--- src/rtl/wavelet_pkg.sv ---
// Shared wavelet constants: default widths, sym4 filter taps in Q2.23, synthesis FSM states.
package wavelet_pkg;

  localparam int unsigned INTERNAL_WIDTH_DEF = 48;
  localparam int unsigned COEF_WIDTH_DEF     = 25;
  localparam int unsigned COEF_FRAC_DEF      = 23;
  localparam int unsigned MULT_WIDTH_DEF     = INTERNAL_WIDTH_DEF + COEF_WIDTH_DEF;

  // sym4 reconstruction low-pass taps h0..h7, Q2.23
  localparam int SYM4_REC [8] = '{
    270307, -105730, -832314, 2498612, 6742249, 4174328, -248601, -635569
  };

  // Decomposition low-pass is the time-reversed reconstruction filter
  function automatic int sym4_dec(input int unsigned idx);
    return SYM4_REC[7 - (idx % 8)];
  endfunction

  typedef enum logic [1:0] {
    ST_IDLE    = 2'd0,
    ST_ISSUE_E = 2'd1,
    ST_GAP     = 2'd2,
    ST_ISSUE_O = 2'd3
  } recon_state_e;

endpackage

--- src/rtl/recon_mac4.sv ---
// Four-lane registered multiply (S1) followed by a registered adder tree (S2).
module recon_mac4 import wavelet_pkg::*; #(
  parameter int unsigned IW = INTERNAL_WIDTH_DEF,
  parameter int unsigned CW = COEF_WIDTH_DEF
) (
  input  logic                 clk,
  input  logic                 rst_n,
  input  logic                 valid_i,
  input  logic                 phase_i,
  input  logic [3:0][IW-1:0]   x_i,
  input  logic [3:0][CW-1:0]   c_i,
  output logic                 valid_o,
  output logic                 phase_o,
  output logic [IW+CW+1:0]     sum_o
);

  localparam int unsigned MW = IW + CW;
  localparam int unsigned SW = MW + 2;

  logic [3:0][MW-1:0] prod_q;
  logic               s1_valid_q, s1_phase_q;
  logic [SW-1:0]      sum_c, sum_q;
  logic               s2_valid_q, s2_phase_q;

  // S1: full-precision signed products, both operands extended to MW
  always_ff @(posedge clk or negedge rst_n) begin
    if (!rst_n) begin
      prod_q     <= '0;
      s1_valid_q <= 1'b0;
      s1_phase_q <= 1'b0;
    end else begin
      s1_valid_q <= valid_i;
      if (valid_i) begin
        s1_phase_q <= phase_i;
        for (int k = 0; k < 4; k++) begin
          prod_q[k] <= $signed({{CW{x_i[k][IW-1]}}, x_i[k]}) *
                       $signed({{IW{c_i[k][CW-1]}}, c_i[k]});
        end
      end
    end
  end

  // Adder tree with two guard bits so four products never overflow
  always_comb begin
    sum_c = '0;
    for (int k = 0; k < 4; k++) begin
      sum_c = sum_c + {{2{prod_q[k][MW-1]}}, prod_q[k]};
    end
  end

  // S2: register the tap sum
  always_ff @(posedge clk or negedge rst_n) begin
    if (!rst_n) begin
      sum_q      <= '0;
      s2_valid_q <= 1'b0;
      s2_phase_q <= 1'b0;
    end else begin
      s2_valid_q <= s1_valid_q;
      if (s1_valid_q) begin
        sum_q      <= sum_c;
        s2_phase_q <= s1_phase_q;
      end
    end
  end

  assign valid_o = s2_valid_q;
  assign phase_o = s2_phase_q;
  assign sum_o   = sum_q;

endmodule

--- src/rtl/reconstruct_l6.sv ---
// Level-6 approximation synthesis: upsample-by-2 + sym4 low-pass in polyphase form,
// four shared multipliers alternate between even and odd output phases.
// Build option RECON_L6_SATURATE_EN: clamp the output slice instead of wrapping.
module reconstruct_l6 import wavelet_pkg::*; #(
  parameter int unsigned INTERNAL_WIDTH = INTERNAL_WIDTH_DEF,
  parameter int unsigned COEF_WIDTH     = COEF_WIDTH_DEF,
  parameter int unsigned COEF_FRAC      = COEF_FRAC_DEF,
  parameter int          REC_H0         = 0,
  parameter int          REC_H1         = 0,
  parameter int          REC_H2         = 0,
  parameter int          REC_H3         = 0,
  parameter int          REC_H4         = 0,
  parameter int          REC_H5         = 0,
  parameter int          REC_H6         = 0,
  parameter int          REC_H7         = 0
) (
  input  logic                      clk,
  input  logic                      rst_n,
  input  logic                      din_valid,
  input  logic [INTERNAL_WIDTH-1:0] a6_in,
  output logic                      dout_valid,
  output logic [INTERNAL_WIDTH-1:0] ra5_out,
  output logic                      dout_phase,
  output logic                      overrun
);

  localparam int unsigned IW = INTERNAL_WIDTH;
  localparam int unsigned CW = COEF_WIDTH;
  localparam int unsigned SW = IW + CW + 2;

  // Tap sets per phase; lane k multiplies hist[k] = x[n-k]
  localparam logic [3:0][CW-1:0] TAPS_E = {CW'(REC_H6), CW'(REC_H4), CW'(REC_H2), CW'(REC_H0)};
  localparam logic [3:0][CW-1:0] TAPS_O = {CW'(REC_H7), CW'(REC_H5), CW'(REC_H3), CW'(REC_H1)};

  recon_state_e       state_q, state_d;
  logic               issue_c, odd_c, ovr_hit_c;
  logic [3:0][IW-1:0] hist_q;
  logic [1:0]         fill_q;
  logic               warm_q;
  logic [3:0][CW-1:0] taps_c;
  logic               mac_valid, mac_phase;
  logic [SW-1:0]      mac_sum;
  logic [IW-1:0]      slice_c;
  logic               mac_sum_unused_c;
  logic               dout_valid_q, dout_phase_q, overrun_q;
  logic [IW-1:0]      ra5_q;

  // FSM state register
  always_ff @(posedge clk or negedge rst_n) begin
    if (!rst_n) state_q <= ST_IDLE;
    else        state_q <= state_d;
  end

  // FSM next state and issue strobes; a new sample always restarts at the even issue
  always_comb begin
    state_d   = state_q;
    issue_c   = 1'b0;
    odd_c     = 1'b0;
    ovr_hit_c = 1'b0;
    unique case (state_q)
      ST_IDLE: begin
        if (din_valid) state_d = ST_ISSUE_E;
      end
      ST_ISSUE_E: begin
        issue_c   = 1'b1;
        ovr_hit_c = din_valid;
        state_d   = din_valid ? ST_ISSUE_E : ST_GAP;
      end
      ST_GAP: begin
        ovr_hit_c = din_valid;
        state_d   = din_valid ? ST_ISSUE_E : ST_ISSUE_O;
      end
      ST_ISSUE_O: begin
        issue_c = 1'b1;
        odd_c   = 1'b1;
        state_d = din_valid ? ST_ISSUE_E : ST_IDLE;
      end
      default: state_d = ST_IDLE;
    endcase
  end

  // History shift, warm-up tracking and sticky overrun
  always_ff @(posedge clk or negedge rst_n) begin
    if (!rst_n) begin
      hist_q    <= '0;
      fill_q    <= '0;
      warm_q    <= 1'b0;
      overrun_q <= 1'b0;
    end else begin
      if (ovr_hit_c) overrun_q <= 1'b1;
      if (din_valid) begin
        hist_q <= {hist_q[2:0], a6_in};
        warm_q <= (fill_q == 2'd3);
        if (fill_q != 2'd3) fill_q <= fill_q + 2'd1;
      end
    end
  end

  // Phase tap select into the shared multipliers
  always_comb begin
    taps_c = odd_c ? TAPS_O : TAPS_E;
  end

  recon_mac4 #(
    .IW (IW),
    .CW (CW)
  ) u_mac (
    .clk     (clk),
    .rst_n   (rst_n),
    .valid_i (issue_c & warm_q),
    .phase_i (odd_c),
    .x_i     (hist_q),
    .c_i     (taps_c),
    .valid_o (mac_valid),
    .phase_o (mac_phase),
    .sum_o   (mac_sum)
  );

  // S3 floor slice back to Q25.23, optionally clamped on overflow
  always_comb begin
    slice_c = mac_sum[COEF_FRAC+IW-1:COEF_FRAC];
`ifdef RECON_L6_SATURATE_EN
    if (!(&mac_sum[SW-1:COEF_FRAC+IW-1]) && (|mac_sum[SW-1:COEF_FRAC+IW-1])) begin
      slice_c = mac_sum[SW-1] ? {1'b1, {(IW-1){1'b0}}} : {1'b0, {(IW-1){1'b1}}};
    end
`endif
  end

  assign mac_sum_unused_c = ^{mac_sum[SW-1:COEF_FRAC+IW], mac_sum[COEF_FRAC-1:0]};

  // S3 output register
  always_ff @(posedge clk or negedge rst_n) begin
    if (!rst_n) begin
      dout_valid_q <= 1'b0;
      ra5_q        <= '0;
      dout_phase_q <= 1'b0;
    end else begin
      dout_valid_q <= mac_valid;
      if (mac_valid) begin
        ra5_q        <= slice_c;
        dout_phase_q <= mac_phase;
      end
    end
  end

  assign dout_valid = dout_valid_q;
  assign ra5_out    = ra5_q;
  assign dout_phase = dout_phase_q;
  assign overrun    = overrun_q;

endmodule

--- config.mk ---
export PLATFORM = sky130hd
export DESIGN_NAME = reconstruct_l6
export DESIGN_NICKNAME = d
export VERILOG_FILES = /design/src/rtl/wavelet_pkg.sv /design/src/rtl/recon_mac4.sv /design/src/rtl/reconstruct_l6.sv
export SDC_FILE = /design/constraint.sdc
export NUM_CORES = 1
export LEC_CHECK = 0
export ABC_AREA = 1
export CAP_MARGIN = 20
export CORE_MARGIN = 4
export CORE_UTILIZATION = 27
export DETAILED_ROUTE_END_ITERATION = 8
export GPL_ROUTABILITY_DRIVEN = 0
export PLACE_DENSITY = 0.8
export SYNTH_ARGS = -nofsm -noshare
export SYNTH_HDL_FRONTEND = slang
export SYNTH_SLANG_ARGS = --single-unit
--- constraint.sdc ---
create_clock -name clk -period 1.3 [get_ports clk]
set_input_delay 0.26 -clock clk [delete_from_list [all_inputs] [get_ports clk]]
set_output_delay 0.26 -clock clk [all_outputs]
set_load 0.005 [all_outputs]
* After elaboration in Yosys (flattened, before gate mapping)
Index checks and enable logic that the tools add are counted.
** Storage, ports and cells
- Word-level logic and storage cells :: 30
- Output and inout bits :: 51
- Register bits after elaboration :: 12
- Input port bits :: 51
** Operators by class
- Add/sub/neg operators :: 1
- Reductions and logical operators :: 4
- Equality and inequality tests :: 6
- Bitwise logic cells :: 1
- Muxes and demuxes :: 8
** Operator list (number)
- case mux 2 bit (4 select lines) :: 1
- equality test 2 bit, second input constant :: 3
- 2-to-1 mux 2 bit :: 3
- 2-to-1 mux 1 bit :: 4
- inequality test 2 bit, second input constant :: 2
- OR reduction 2 bit :: 2
- adder 2 x 1 -> 2 bit, second input constant :: 1
- equality test 2 x 1 -> 1 bit, second input constant :: 1
- logical NOT 2 bit :: 1
- AND reduction 2 bit :: 1
- AND 1 bit :: 1

* Longest topological paths before layout
Gate-level depths: netlist of run 1.
- Word-level depth :: 4
- Mapped depth :: 6
- Depth with buffers taken out :: 6

* Cells and area by module
A second synthesis of run 1 with hierarchy kept.
** Second synthesis, totals
- Cell total of the unflattened synthesis :: 26492
- Area total of the unflattened synthesis :: 203626.5 sq um
** Modules (own cells, without submodules)
- recon_mac4 :: instances 1, area each 194103.7 sq um, seq. area each 9283.9 sq um, cells each 25449
- reconstruct_l6 :: instances 1, area each 9522.9 sq um, seq. area each 6206.0 sq um, cells each 1043

* Least setup slack after synthesis of run 1
Ideal clock, no wire load.
- Path kind :: register -> register
- From :: register state_q[0]
- To :: register overrun_q, in the netlist overrun
- Arrival :: 0.921 ns
- Clock period less this slack :: 1.040 ns
- Path buffers :: 0
- Required time :: 1.181 ns
- Slack :: 0.260 ns
- Stages on the path, launching flop included :: 4
- Cells stage by stage :: dfrtp_1 inv_1 ha_1 a21o_2
** On the way
- Cells in the longest elaborated chain, start to end :: 3
- Elaborated cells on any way between the ends :: 4
** RTL lines
- from (decl) :: line reconstruct_l6.sv:35 : recon_state_e state_q, state_d;
- from (signal assigned) :: line reconstruct_l6.sv:51 : else state_q <= state_d;
- equality test 2 bit / equality test 2 x 1 -> 1 bit (equally long branches) :: line reconstruct_l6.sv:60 : unique case (state_q)
- OR reduction 2 bit (no line) *
- 2-to-1 mux 1 bit * :: line reconstruct_l6.sv:60
- to (signal assigned) :: line reconstruct_l6.sv:88 : overrun_q <= 1'b0;
- to (signal assigned) :: line reconstruct_l6.sv:90 : if (ovr_hit_c) overrun_q <= 1'b1;
- to (decl) :: line reconstruct_l6.sv:45 : logic dout_valid_q, dout_phase_q, overrun_q;
Every way passes the cells marked *; elsewhere a longest branch is shown, timed or not.
A chain may end at the register's enable or synchronous reset.

* Final worst setup path of run 1
- From :: register overrun_q, in the netlist overrun
- To :: output overrun
** RTL lines
- to (decl) :: line reconstruct_l6.sv:24 : output logic overrun
No word-level cell between the ends.

==> results by stage, run 1 <==
Outcome:
- The run finished with clean final reports.

Timing:
- Subtracting the final worst setup slack from the clock period gives 1170 ps.
- The post-route clock period utilization is 90.0%.
- Setup total negative slack on the finished layout was measured at 0 ps.
- The number of max-slew violations in the final report is 0.
- Setup repair after global routing left no endpoint under its margin.
- The number of hold violations in the final report is 0.
- The setup clock skew after layout is 2.02 ps.
- The least setup slack across all paths after layout is 129 ps.
- For this run, the top clock speed supported by timing is 854 MHz.
- Setup violations remaining at the end of the flow were counted as 0.

Drt:
- The first-pass iteration count of the detailed router is 4.
- The remaining design rule violation count is 0.
- Dividing the detail-routed via count by the number of cells gives 3.01.
- Detailed routing inserted a total of 463 vias.
- For this block, the initial DRC count from the detailed router was 2.
- The post-detailed-route wirelength per cell is 6.64 um.
- The number of routed nets with antenna violations is 0.
- The total wirelength of the detailed-routed design is 1.02 mm.

Final layout:
- The total inserted antenna cells is 0.
- In the layout the commonest cells are sky130_fd_sc_hd__conb_1 (48), sky130_fd_sc_hd__nand2_1 (13), sky130_fd_sc_hd__dfrtp_1 (12), sky130_fd_sc_hd__inv_1 (9), sky130_fd_sc_hd__ha_1 (6).
- The number of filler cells placed in the layout is 349.
- The post-route netlist has 5.45% of its cells at a drive strength greater than 1.
- The most common cell after layout, fill and taps aside is sky130_fd_sc_hd__conb_1.
- After routing the design area is 843 sq um.
- After the last flow step, the layout net total stands at 169.
- The multi-input combinational cell area is 378 sq um.
- Compared with the post-synthesis result, the final layout area differs by -5.87%.
- Registers take 300 sq um.
- The finished layout holds 154 standard cells, fillers aside.

Critical path:
- The biggest cell delay along the critical path is 380 ps.
- The highest-delay cell along the critical path is sky130_fd_sc_hd__dfrtp_1.
- The category of the most critical setup path is flop to output pin.
- The biggest fanout along the worst timing path is 2.
- Across all register-to-register paths, the minimum setup slack is 180 ps.
- The endpoint kind of the worst setup timing path is an output pin.
- The kind of cell with the highest combined delay along the critical path is flip-flops.
- The endpoint identified for the worst register-to-register timing path is u_mac.s1_phase_q$_DFFE_PN0P_.
- The critical path goes through dlygate4sd2_1.
- The worst flop-to-flop path startpoint is state_q[1]$_DFFE_PN0P_.
- The kind of launch point of the worst setup path is a flop.
- STA puts the critical path data arrival time at 910 ps.
- Data on the critical path is required at its endpoint by 1040 ps.
- The worst reg2reg path depth is 5.
- Counting both buffers and inverters, the worst setup path holds a total of 1.

Pwr:
- IR analysis of the VDD net gives a maximum drop of 744 uV.
- The static power due to leakage is 0.000487 uW.
- Of the total power, the share spent switching nets is 36.7%.
- Sequential cells burn 47.3% of the power.
- Of the total power, the clock network draws 16.6%.
- The internal power of the cells is 818 uW.
- In this run the power density over the cells is 1530 nW/um^2.
- The overall power is 1290 uW.
- The switching component of the power is 474 uW.
- The logic gate share of total power is 36.1%.

GRT:
- Entering global routing, the biggest net connects 13 pins.
- The initial antenna violation count came to 0.
- The overall track demand over capacity in global routing is 4.70%.
- The first-pass GRT wire length is 1.48 mm.
- The via count of the first global-routing pass was 356.
- Global routing finished with a remaining overflow of 0.

Synth:
- The mapped netlist covers 896 sq um.
- The mean area per synthesized cell is 8.78 sq um.
- Synthesis produced 102 cells.
- The distinct cell type count after synthesis is 14.
- Sequential elements use 33.5% of the synthesized area.
- The warning count from the yosys run is 0.
- In this run, synthesis produced a sequential element count of 12.

Floorplan:
- The floorplan die area is 4300 sq um.
- The row count is 20.
- The vertical die dimension is 65.6 um.
- The I/O pin count is 102.
- The floorplan step defined a core boundary enclosing 3100 sq um.
- The die width is 65.6 um.
- The initial utilization of the core area, before any placement, comes to 28.9%.

Clock network:
- The clock tree root driver cell is sky130_fd_sc_hd__clkbuf_4.
- The total clock buffers created by CTS is 3.
- The number of sinks on the clock net is 12.
- The later-pin clock latency in the skew report is 260 ps.
- In this run the number of H-tree levels came out at 1.
- The maximum root-to-sink buffer count is 2.
- The clock input transition at the sequential cells of the worst setup and hold paths is 70 ps.
- TritonCTS built the clock tree.
- Once the clock tree was built, the setup fixing pass inserted 0 buffers.

Placement:
- The post-placement setup slack is 70.0 ps.
- The instance count after placement with tap cells included is 151.
- After detailed placement, the total cell area comes to 825 sq um.
- The quantity of I/O buffers inserted on ports is 5.
- The placed wire-length estimate after detailed placement is 895 um.

Hold path:
- The path category of the worst min-delay check is primary input to async pin.

Job:
- The max-cap check violation count is 0.
## cell families (layout without fill, tap and decap cells)
kind of cell               Yosys count  in the layout  share of synthesized area [%]
buffers and inverters               57             18                           44.0
and+or+nand+nor                     19             19                           8.66
xor gates and xnor gates             1              1                          0.978
adders and majority gates            6              6                           8.38
AOI/OAI and AO/OA                    6              6                           4.05
DFF                                 12             12                           33.5
other                                1             48                          0.419
## through the flow
stage / util, % / hold WS, ps
floorplan: - / -35.6
global placement: 26.6 / 378
detailed placement: 26.6 / 386
CTS: 27.2 / 280
global route: 27.2 / 282
finish: 27.2 / 285
## synthesized netlist by cell type, drive strengths merged
cell type | number | share of area [%]
conb | 1 | 0.42
a21oi | 1 | 0.56
inv | 9 | 3.8
ha | 6 | 8.4
xnor2 | 1 | 0.98
buf | 48 | 40
nand3 | 3 | 1.7
o21ai | 3 | 1.7
dfrtp | 12 | 34
nor2 | 2 | 0.84
nand2 | 14 | 6.1
o21a | 1 | 0.84
a21o | 1 | 0.98
## layer usage
metal  track usage [%]  share of wire, %
met1              5.44                36
met2              6.83                48
met3              3.25                15
met4              1.55                 0
met5                 0                 0
## cell type report
| class | instances | share of cell area, % |
|---|---|---|
| well taps | 44 | 6.53 |
| clock buffers | 3 | 2.67 |
| inverters | 9 | 4.01 |
| flip-flops and latches | 12 | 35.6 |
| multi-input cells | 80 | 44.8 |
| repair buffers | 6 | 6.38 |
## worst max-delay path by stage
stage,start,end,slack [ps],cells after the start
after floorplan,state_q[0]$_DFFE_PN0P_,overrun$_DFFE_PN0P_,260,3
after global routing,state_q[1]$_DFFE_PN0P_,u_mac.s1_phase_q$_DFFE_PN0P_,40,5
final,overrun$_DFFE_PN0P_,overrun,130,1
after global placement,din_valid,fill_q[0]$_DFFE_PN0P_,70,3
after detailed placement,din_valid,fill_q[0]$_DFFE_PN0P_,70,3
after CTS,overrun$_DFFE_PN0P_,overrun,120,1
## flip-flops by register name, indices dropped and copies added, names as in the netlist
name,count
warm_q,1
dout_valid,1
u_mac.valid_o,1
state_q,2
u_mac.s1_valid_q,1
overrun,1
u_mac.s1_phase_q,1
dout_phase,1
fill_q,2
u_mac.phase_o,1
## power by group through the flow
stage,logic [uW],clock network [uW],registers [uW]
2_1_floorplan,459,0,606
3_3_place_gp,471,0,615
3_5_place_dp,489,0,623
4_1_cts,472,229,613
5_1_grt,569,247,644
6_report,466,215,610
## repair_timing
item / in CTS / in global routing
gates resized for setup: 3 / 0
hold buffers: 0 / 0
setup endpoints to repair: 3 / 0
Note: power is estimated with default switching activity, not from simulation.
==> run 2: changes to the inputs <==
- SETUP_SLACK_MARGIN: default -> 0.4
==> results by stage, run 2 (same netlist as run 1, synthesis figures left out) <==
Outcome:
- The flow ran to the end, and the final reports show no timing, DRC or antenna violations.

Floorplan:
- The row count is 20.
- During I/O placement, the number of pins put on the boundary was 102.
- The vertical die dimension is 65.6 um.
- The floorplan die area is 4300 sq um.
- The die width is 65.6 um.
- After floorplanning, the core was sized to cover 3100 sq um.
- The effective utilization at floorplan is 28.9%.

Critical path:
- The critical path is of the flop to flop type.
- Among all stages on the critical path, the largest delay is contributed by sky130_fd_sc_hd__dfrtp_2.
- The kind of launch point of the worst setup path is a flop.
- Traced cell by cell, the critical path runs through inv_4 -> ha_4 -> a21o_2.
- For the worst setup path, the data arrival time is 1220 ps.
- At the worst endpoint, the required time is 1460 ps.
- The endpoint kind of the worst setup timing path is a flop.
- The biggest cell delay along the critical path is 480 ps.
- Setup slack on the worst reg-to-reg path comes out at 250 ps.
- The biggest fanout along the worst timing path is 4.

Timing:
- The worst path needs 1050 ps of the cycle, external delays included.
- Setup violations remaining at the end of the flow were counted as 0.
- Adding up every negative setup slack in the final design gives 0 ps.
- Setup repair after global routing could not meet its margin everywhere.
- The least setup slack across all paths after layout is 248 ps.
- The final-layout worst hold slack is 285 ps.
- The number of hold violations in the final report came to 0.
- The number of max-slew violations in the final report is 0.
- The highest clock frequency the design can meet is 950 MHz.
- The worst path uses 80.9% of the clock period.
- For the final database, setup skew stands at 3.03 ps.

Clock network:
- The number of clock buffers added by TritonCTS is 3.
- The total of hold buffers inserted after clock tree synthesis is 0.
- CTS built an H-tree with a depth of 1.
- The maximum root-to-sink buffer count is 2.
- The TritonCTS clock tree is built.
- The clock reaches the later pin of the worst-skew pair after 270 ps.
- The number of sinks on the clock net is 12.
- After clock tree synthesis, the clock-pin slew on the worst setup and hold paths is 70 ps.
- The tree is rooted in a sky130_fd_sc_hd__clkbuf_4.

Drt:
- Dividing the detail-routed wire length by the instance count gives 7.60 um.
- After detailed routing, the number of vias per cell comes to 3.11.
- The number of routed nets with antenna violations is 0.
- The DRC violation total after the first TritonRoute iteration is 6.
- The total wirelength of the detailed-routed design is 1.22 mm.
- The routed layout has 498 vias.
- The first-pass iteration count of the detailed router is 3.
- In the routed design, unresolved DRC markers number 0.

Pwr:
- The worst-case IR drop observed on VDD is 722 uV.
- The switching component of the power is 616 uW.
- For this design the static power due to leakage is 0.000516 uW.
- In this run, the combinational gates consume 47.6% of the power.
- The switching share of power is 37.4%.
- Sequential cells account for 39.2% of the total power.
- Power comes to 1650 uW.
- Internal power comes to 1030 uW.
- Dividing total power by cell area gives a power density of 1750 nW/um^2.
- The proportion of power drawn by the clock network is 13.2%.

Job:
- The max-cap check violation count is 0.

Final layout:
- In the layout the commonest cells are sky130_fd_sc_hd__conb_1 (48), sky130_fd_sc_hd__nand2_1 (13), sky130_fd_sc_hd__dfrtp_1 (11), sky130_fd_sc_hd__inv_1 (5), sky130_fd_sc_hd__buf_4 (5).
- The area of all placed cells without fillers is 943 sq um.
- In the final design database the tool counted 175 nets.
- The number of antenna diodes in the final layout is 0.
- The most common cell after layout, fill and taps aside is sky130_fd_sc_hd__conb_1.
- The filler cells instantiated in the layout total 338.
- The layout overhead on the synthesized area is 5.31%.
- The largest registers in the layout are fill_q: 2 flops, state_q: 2 flops.
- The layout cell share with drive strength beyond 1 is 24.1%.

Placement:
- The post-placement setup slack is 27.9 ps.
- Summing all placed instances gives a cell area of 840 sq um.
- The quantity of I/O buffers inserted on ports is 5.
- The placed wire-length estimate after detailed placement is 935 um.

GRT:
- The largest net degree at the start of global routing is 13.
- The total overflow reported by the global router is 0.
- The overall track demand over capacity in global routing is 5.19%.
- The initial antenna violation count is 0.
- The via count of the first global-routing pass is 424.
- The first global-routing pass estimated 1.69 mm of wire.

Hold path:
- In this run the worst hold path is classified as primary input to async pin.
-- run 2: changes by cell type in the layout (fill, tap and decap cells not counted), moves of 2 or more --
cell / before / now
sky130_fd_sc_hd__ha_1: 6 / 0
sky130_fd_sc_hd__buf_4: 1 / 5
sky130_fd_sc_hd__inv_1: 9 / 5
sky130_fd_sc_hd__buf_2: 0 / 3
sky130_fd_sc_hd__ha_2: 0 / 3
sky130_fd_sc_hd__ha_4: 0 / 3
sky130_fd_sc_hd__inv_2: 0 / 3
sky130_fd_sc_hd__buf_6: 0 / 2
sky130_fd_sc_hd__dlygate4sd2_1: 3 / 1
sky130_fd_sc_hd__o21ai_0: 3 / 1
-- run 2: power by group through the flow --
| stage | Clock, uW | Sequential [uW] | Combinational [uW] |
|---|---|---|---|
| after floorplan | 0 | 613 | 511 |
| after global placement | 0 | 621 | 527 |
| after detailed placement | 0 | 632 | 548 |
| after CTS | 234 | 641 | 732 |
| after global routing | 256 | 662 | 895 |
| final | 218 | 646 | 784 |
-- run 2: through the flow --
step	cells	utilization, %
final	160	30.4
after global routing	160	30.4
after CTS	159	29.9
after detailed placement	151	27.1
after global placement	151	27.1
after floorplan	149	-
-- run 2: area by class of cell --
type | instances | area, sq um | area share (%)
Clock buffer | 3 | 22.5 | 2.39
Inverter | 9 | 36.3 | 3.85
Multi-Input combinational cell | 80 | 434 | 46.0
Sequential cell | 12 | 302 | 32.0
Tap cell | 44 | 55.1 | 5.84
Timing Repair Buffer | 12 | 93.8 | 9.95
-- run 2: layer usage --
| layer | track usage (%) | vias to the layer above | part of all wire (%) |
|---|---|---|---|
| li1 | - | 242 | - |
| met1 | 5.62 | 225 | 34 |
| met2 | 8.47 | 31 | 52 |
| met3 | 3.08 | 0 | 14 |
| met4 | 1.55 | 0 | 0 |
| met5 | 0 | - | 0 |
-- run 2: final timing paths --
| check | start | end | depth (start not counted) |
|---|---|---|---|
| setup / recovery | state_q[0]$_DFFE_PN0P_ | overrun$_DFFE_PN0P_ | 3 |
| hold / removal | rst_n | fill_q[0]$_DFFE_PN0P_ | 2 |
| setup reg to reg | state_q[0]$_DFFE_PN0P_ | overrun$_DFFE_PN0P_ | 3 |
| hold reg to reg | u_mac.s1_valid_q$_DFF_PN0_ | u_mac.valid_o$_DFF_PN0_ | 0 |
| max in group asynchronous | rst_n | state_q[0]$_DFFE_PN0P_ | 2 |
| min in group clk | u_mac.s1_valid_q$_DFF_PN0_ | u_mac.valid_o$_DFF_PN0_ | 0 |
-- run 2: critical path, delay by kind of cell (launching register included) --
kind | cells | cell delay (ps)
flops | 1 | 480
fa+ha+maj | 1 | 190
compound gates | 1 | 170
buf+inv | 1 | 100
-- run 2: repair_timing --
action                     CTS  global route
hold endpoints to repair     0             0
setup buffers                5             1
setup endpoints to repair   11            11
pin swaps                    2             1
gates resized for setup     25             1
==> run 3: changes to the inputs <==
- CORE_UTILIZATION: 27 -> 25
- PLACE_DENSITY: 0.8 -> 0.78
- clock period: 1.3 -> 0.95 ns (I/O delays scaled with it)
==> results by stage, run 3 (same netlist as run 1, synthesis figures left out) <==
Final layout:
- In the layout the commonest cells are sky130_fd_sc_hd__conb_1 (48), sky130_fd_sc_hd__nand2_1 (13), sky130_fd_sc_hd__dfrtp_1 (10), sky130_fd_sc_hd__inv_1 (5), sky130_fd_sc_hd__buf_4 (4).
- The total inserted antenna cells is 0.
- The finished layout holds 162 standard cells, fillers aside.
- The most common cell after layout, fill and taps aside is sky130_fd_sc_hd__conb_1.
- At the end of the flow the core is filled with cells to 28.3%.
- After the last flow step, the layout net total stands at 174.
- Of the cells placed in the final design, the portion with a size suffix greater than 1 is 25.9%.
- The largest registers in the layout are fill_q: 2 flops, state_q: 2 flops.
- The layout overhead on the synthesized area is 6.98%.
- Summing all non-filler instances in the final layout gives an area of 958 sq um.

Timing:
- Between clock sinks in the finished design, the worst skew comes to 2.75 ps.
- The number of max-slew violations in the final report was 0.
- Setup violations remaining at the end of the flow were counted as 8.
- The final-layout worst hold slack is 198 ps.
- The highest clock frequency the design can meet is 969 MHz.
- In the post-route analysis, the smallest setup slack over all paths is -81.6 ps.
- The number of hold violations in the final report is 0.
- The post-route clock period utilization is 109%.
- Setup repair after global routing could not meet its margin everywhere.
- The time the worst path needs with I/O delays and setup is 1030 ps.

GRT:
- The via count of the first global-routing pass is 338.
- For this run, global-route usage on met2 was measured as 5.83%.
- The initial antenna violation count came to 0.
- The total overflow left after global routing is 0.
- The met1 global-route usage is 6.11%.
- The largest net degree at the start of global routing is 13.
- The overall track demand over capacity in global routing is 4.77%.
- The global routing stage identified its most utilized layer as met1.
- The first global-routing pass estimated 1.52 mm of wire.
- In the global route stage, met3 resource usage came out at 2.96%.

Pwr:
- The overall power is 2380 uW.
- The internal power of the cells is 1500 uW.
- The worst-case IR drop observed on VDD is 983 uV.
- For this design the total switching power over the nets is 880 uW.
- In this run switching power makes up 37.0% of total power.
- The share of total power dissipated in the clock network is 17.5%.
- The logic gate share of total power is 44.9%.
- The power per standard cell area is 2480 nW/um^2.
- The analysis attributes to cell leakage a power of 0.000522 uW.
- The proportion of power drawn by flip-flops and latches is 37.6%.

Clock network:
- The TritonCTS clock tree is built.
- The number of sinks on the clock net is 12.
- In this run the number of H-tree levels came out at 1.
- The clock input transition at the sequential cells of the worst setup and hold paths is 80 ps.
- The clock tree root driver cell is sky130_fd_sc_hd__clkbuf_4.
- At the later pin of the worst-skew pair, clock insertion delay measures 280 ps.
- The total of hold buffers inserted after clock tree synthesis is 0.
- In this run, CTS created clock tree buffers numbering 3.
- The maximum root-to-sink buffer count is 2.

Critical path:
- The worst setup path is captured at a flop.
- In this run the critical register-to-register path is captured at overrun$_DFFE_PN0P_.
- At the worst endpoint, the arrival time is 1210 ps.
- STA classifies the critical path startpoint as a flop.
- The signal on the critical path passes through inv_2 -> ha_4 -> a21o_2.
- The largest single stage delay on the critical path is 430 ps.
- The worst flop-to-flop path startpoint is state_q[1]$_DFFE_PN0P_.
- The category of the most critical setup path is flop to flop.
- The biggest fanout along the worst timing path is 4.
- The most critical setup path has its startpoint at state_q[1]$_DFFE_PN0P_.
- At the worst endpoint, the required time is 1120 ps.
- In this design, the largest share of critical-path delay is due to flip-flops.
- The worst reg2reg path depth is 3.
- Across all register-to-register paths, the minimum setup slack is -80 ps.
- The number of buffers and inverters on the critical path is 1.
- The highest-delay cell along the critical path is sky130_fd_sc_hd__dfrtp_1.

Floorplan:
- The I/O pin count is 102.
- Row generation in the floorplan step produced 21 rows.
- The floorplan die area is 4600 sq um.
- The vertical die dimension is 67.9 um.
- In this run the horizontal extent of the chip is 67.9 um.
- The effective utilization at floorplan is 26.4%.
- The core region is 3390 sq um.

Placement:
- Detailed placement finished with a half-perimeter wire length of 882 um.
- The quantity of I/O buffers inserted on ports is 5.
- Once placement completed, the tool counted placed cells totaling 155.
- The placed instance area is 857 sq um.

Drt:
- The DRC violation total after the first TritonRoute iteration is 8.
- The ratio of routed vias to standard cells is 3.06.
- Dividing the detail-routed wire length by the instance count gives 7.27 um.
- The detailed-route via count is 496.
- In this run the remaining antenna-violating nets after routing total 0.
- After detailed routing, the total wire length is 1.18 mm.
- For this run, the detailed router's first-pass iteration total came to 3.
- In the routed design, unresolved DRC markers number 0.

Job:
- The tool flagged a number of max-cap violations equal to 0.

Hold path:
- The min-delay analysis places its worst path in the category primary input to async pin.

Outcome:
- The checks that failed: negative setup slack.
- The run finished, with violations left.
run 3: how the worst max path moves through the flow:
stage                                         to  slack (ps)  cells past startpoint
after CTS                 state_q[0]$_DFFE_PN0P_         -80                      6
final                        overrun$_DFFE_PN0P_         -80                      3
after global routing         overrun$_DFFE_PN0P_        -130                      3
after detailed placement   fill_q[0]$_DFFE_PN0P_        -210                      3
after floorplan              overrun$_DFFE_PN0P_         -30                      3
after global placement     fill_q[0]$_DFFE_PN0P_        -180                      3
run 3: cell type report:
cell class	count	area, sq um
flip-flops and latches	12	303
repair buffers	11	87.6
clock buffers	4	36.3
well taps	46	57.6
multi-input cells	80	438
fillers	380	2430
inverters	9	36.3
run 3: timing repair:
item | in CTS | in global routing
buffers inserted | 1 | 2
pin swaps | 1 | 2
setup endpoints to repair | 13 | 13
gates resized for setup | 14 | 14
run 3: worst register-to-register path, delay by kind of cell (launching register included):
family | cells | cell delay, ps
flops | 1 | 430
fa+ha+maj | 1 | 200
compound gates | 1 | 170
buf+inv | 1 | 130
run 3: power groups by stage:
stage	clock network, uW	logic (uW)	registers (uW)
after floorplan	0	701	840
after global placement	0	793	850
after detailed placement	0	823	857
after CTS	427	844	847
after global routing	460	1210	933
final	416	1070	892
run 3: metal layers:
metal,vias to the layer above,wire length [um]
met3,2,167
met4,0,9
met2,29,574
li1,243,-
met5,-,0
met1,222,426
run 3: through the flow:
step                setup WS [ps]  setup TNS, ps
finish                      -81.6           -363
global route                 -133           -983
CTS                         -77.0           -354
detailed placement           -214          -1360
global placement             -184          -1170
floorplan                   -31.4          -37.3
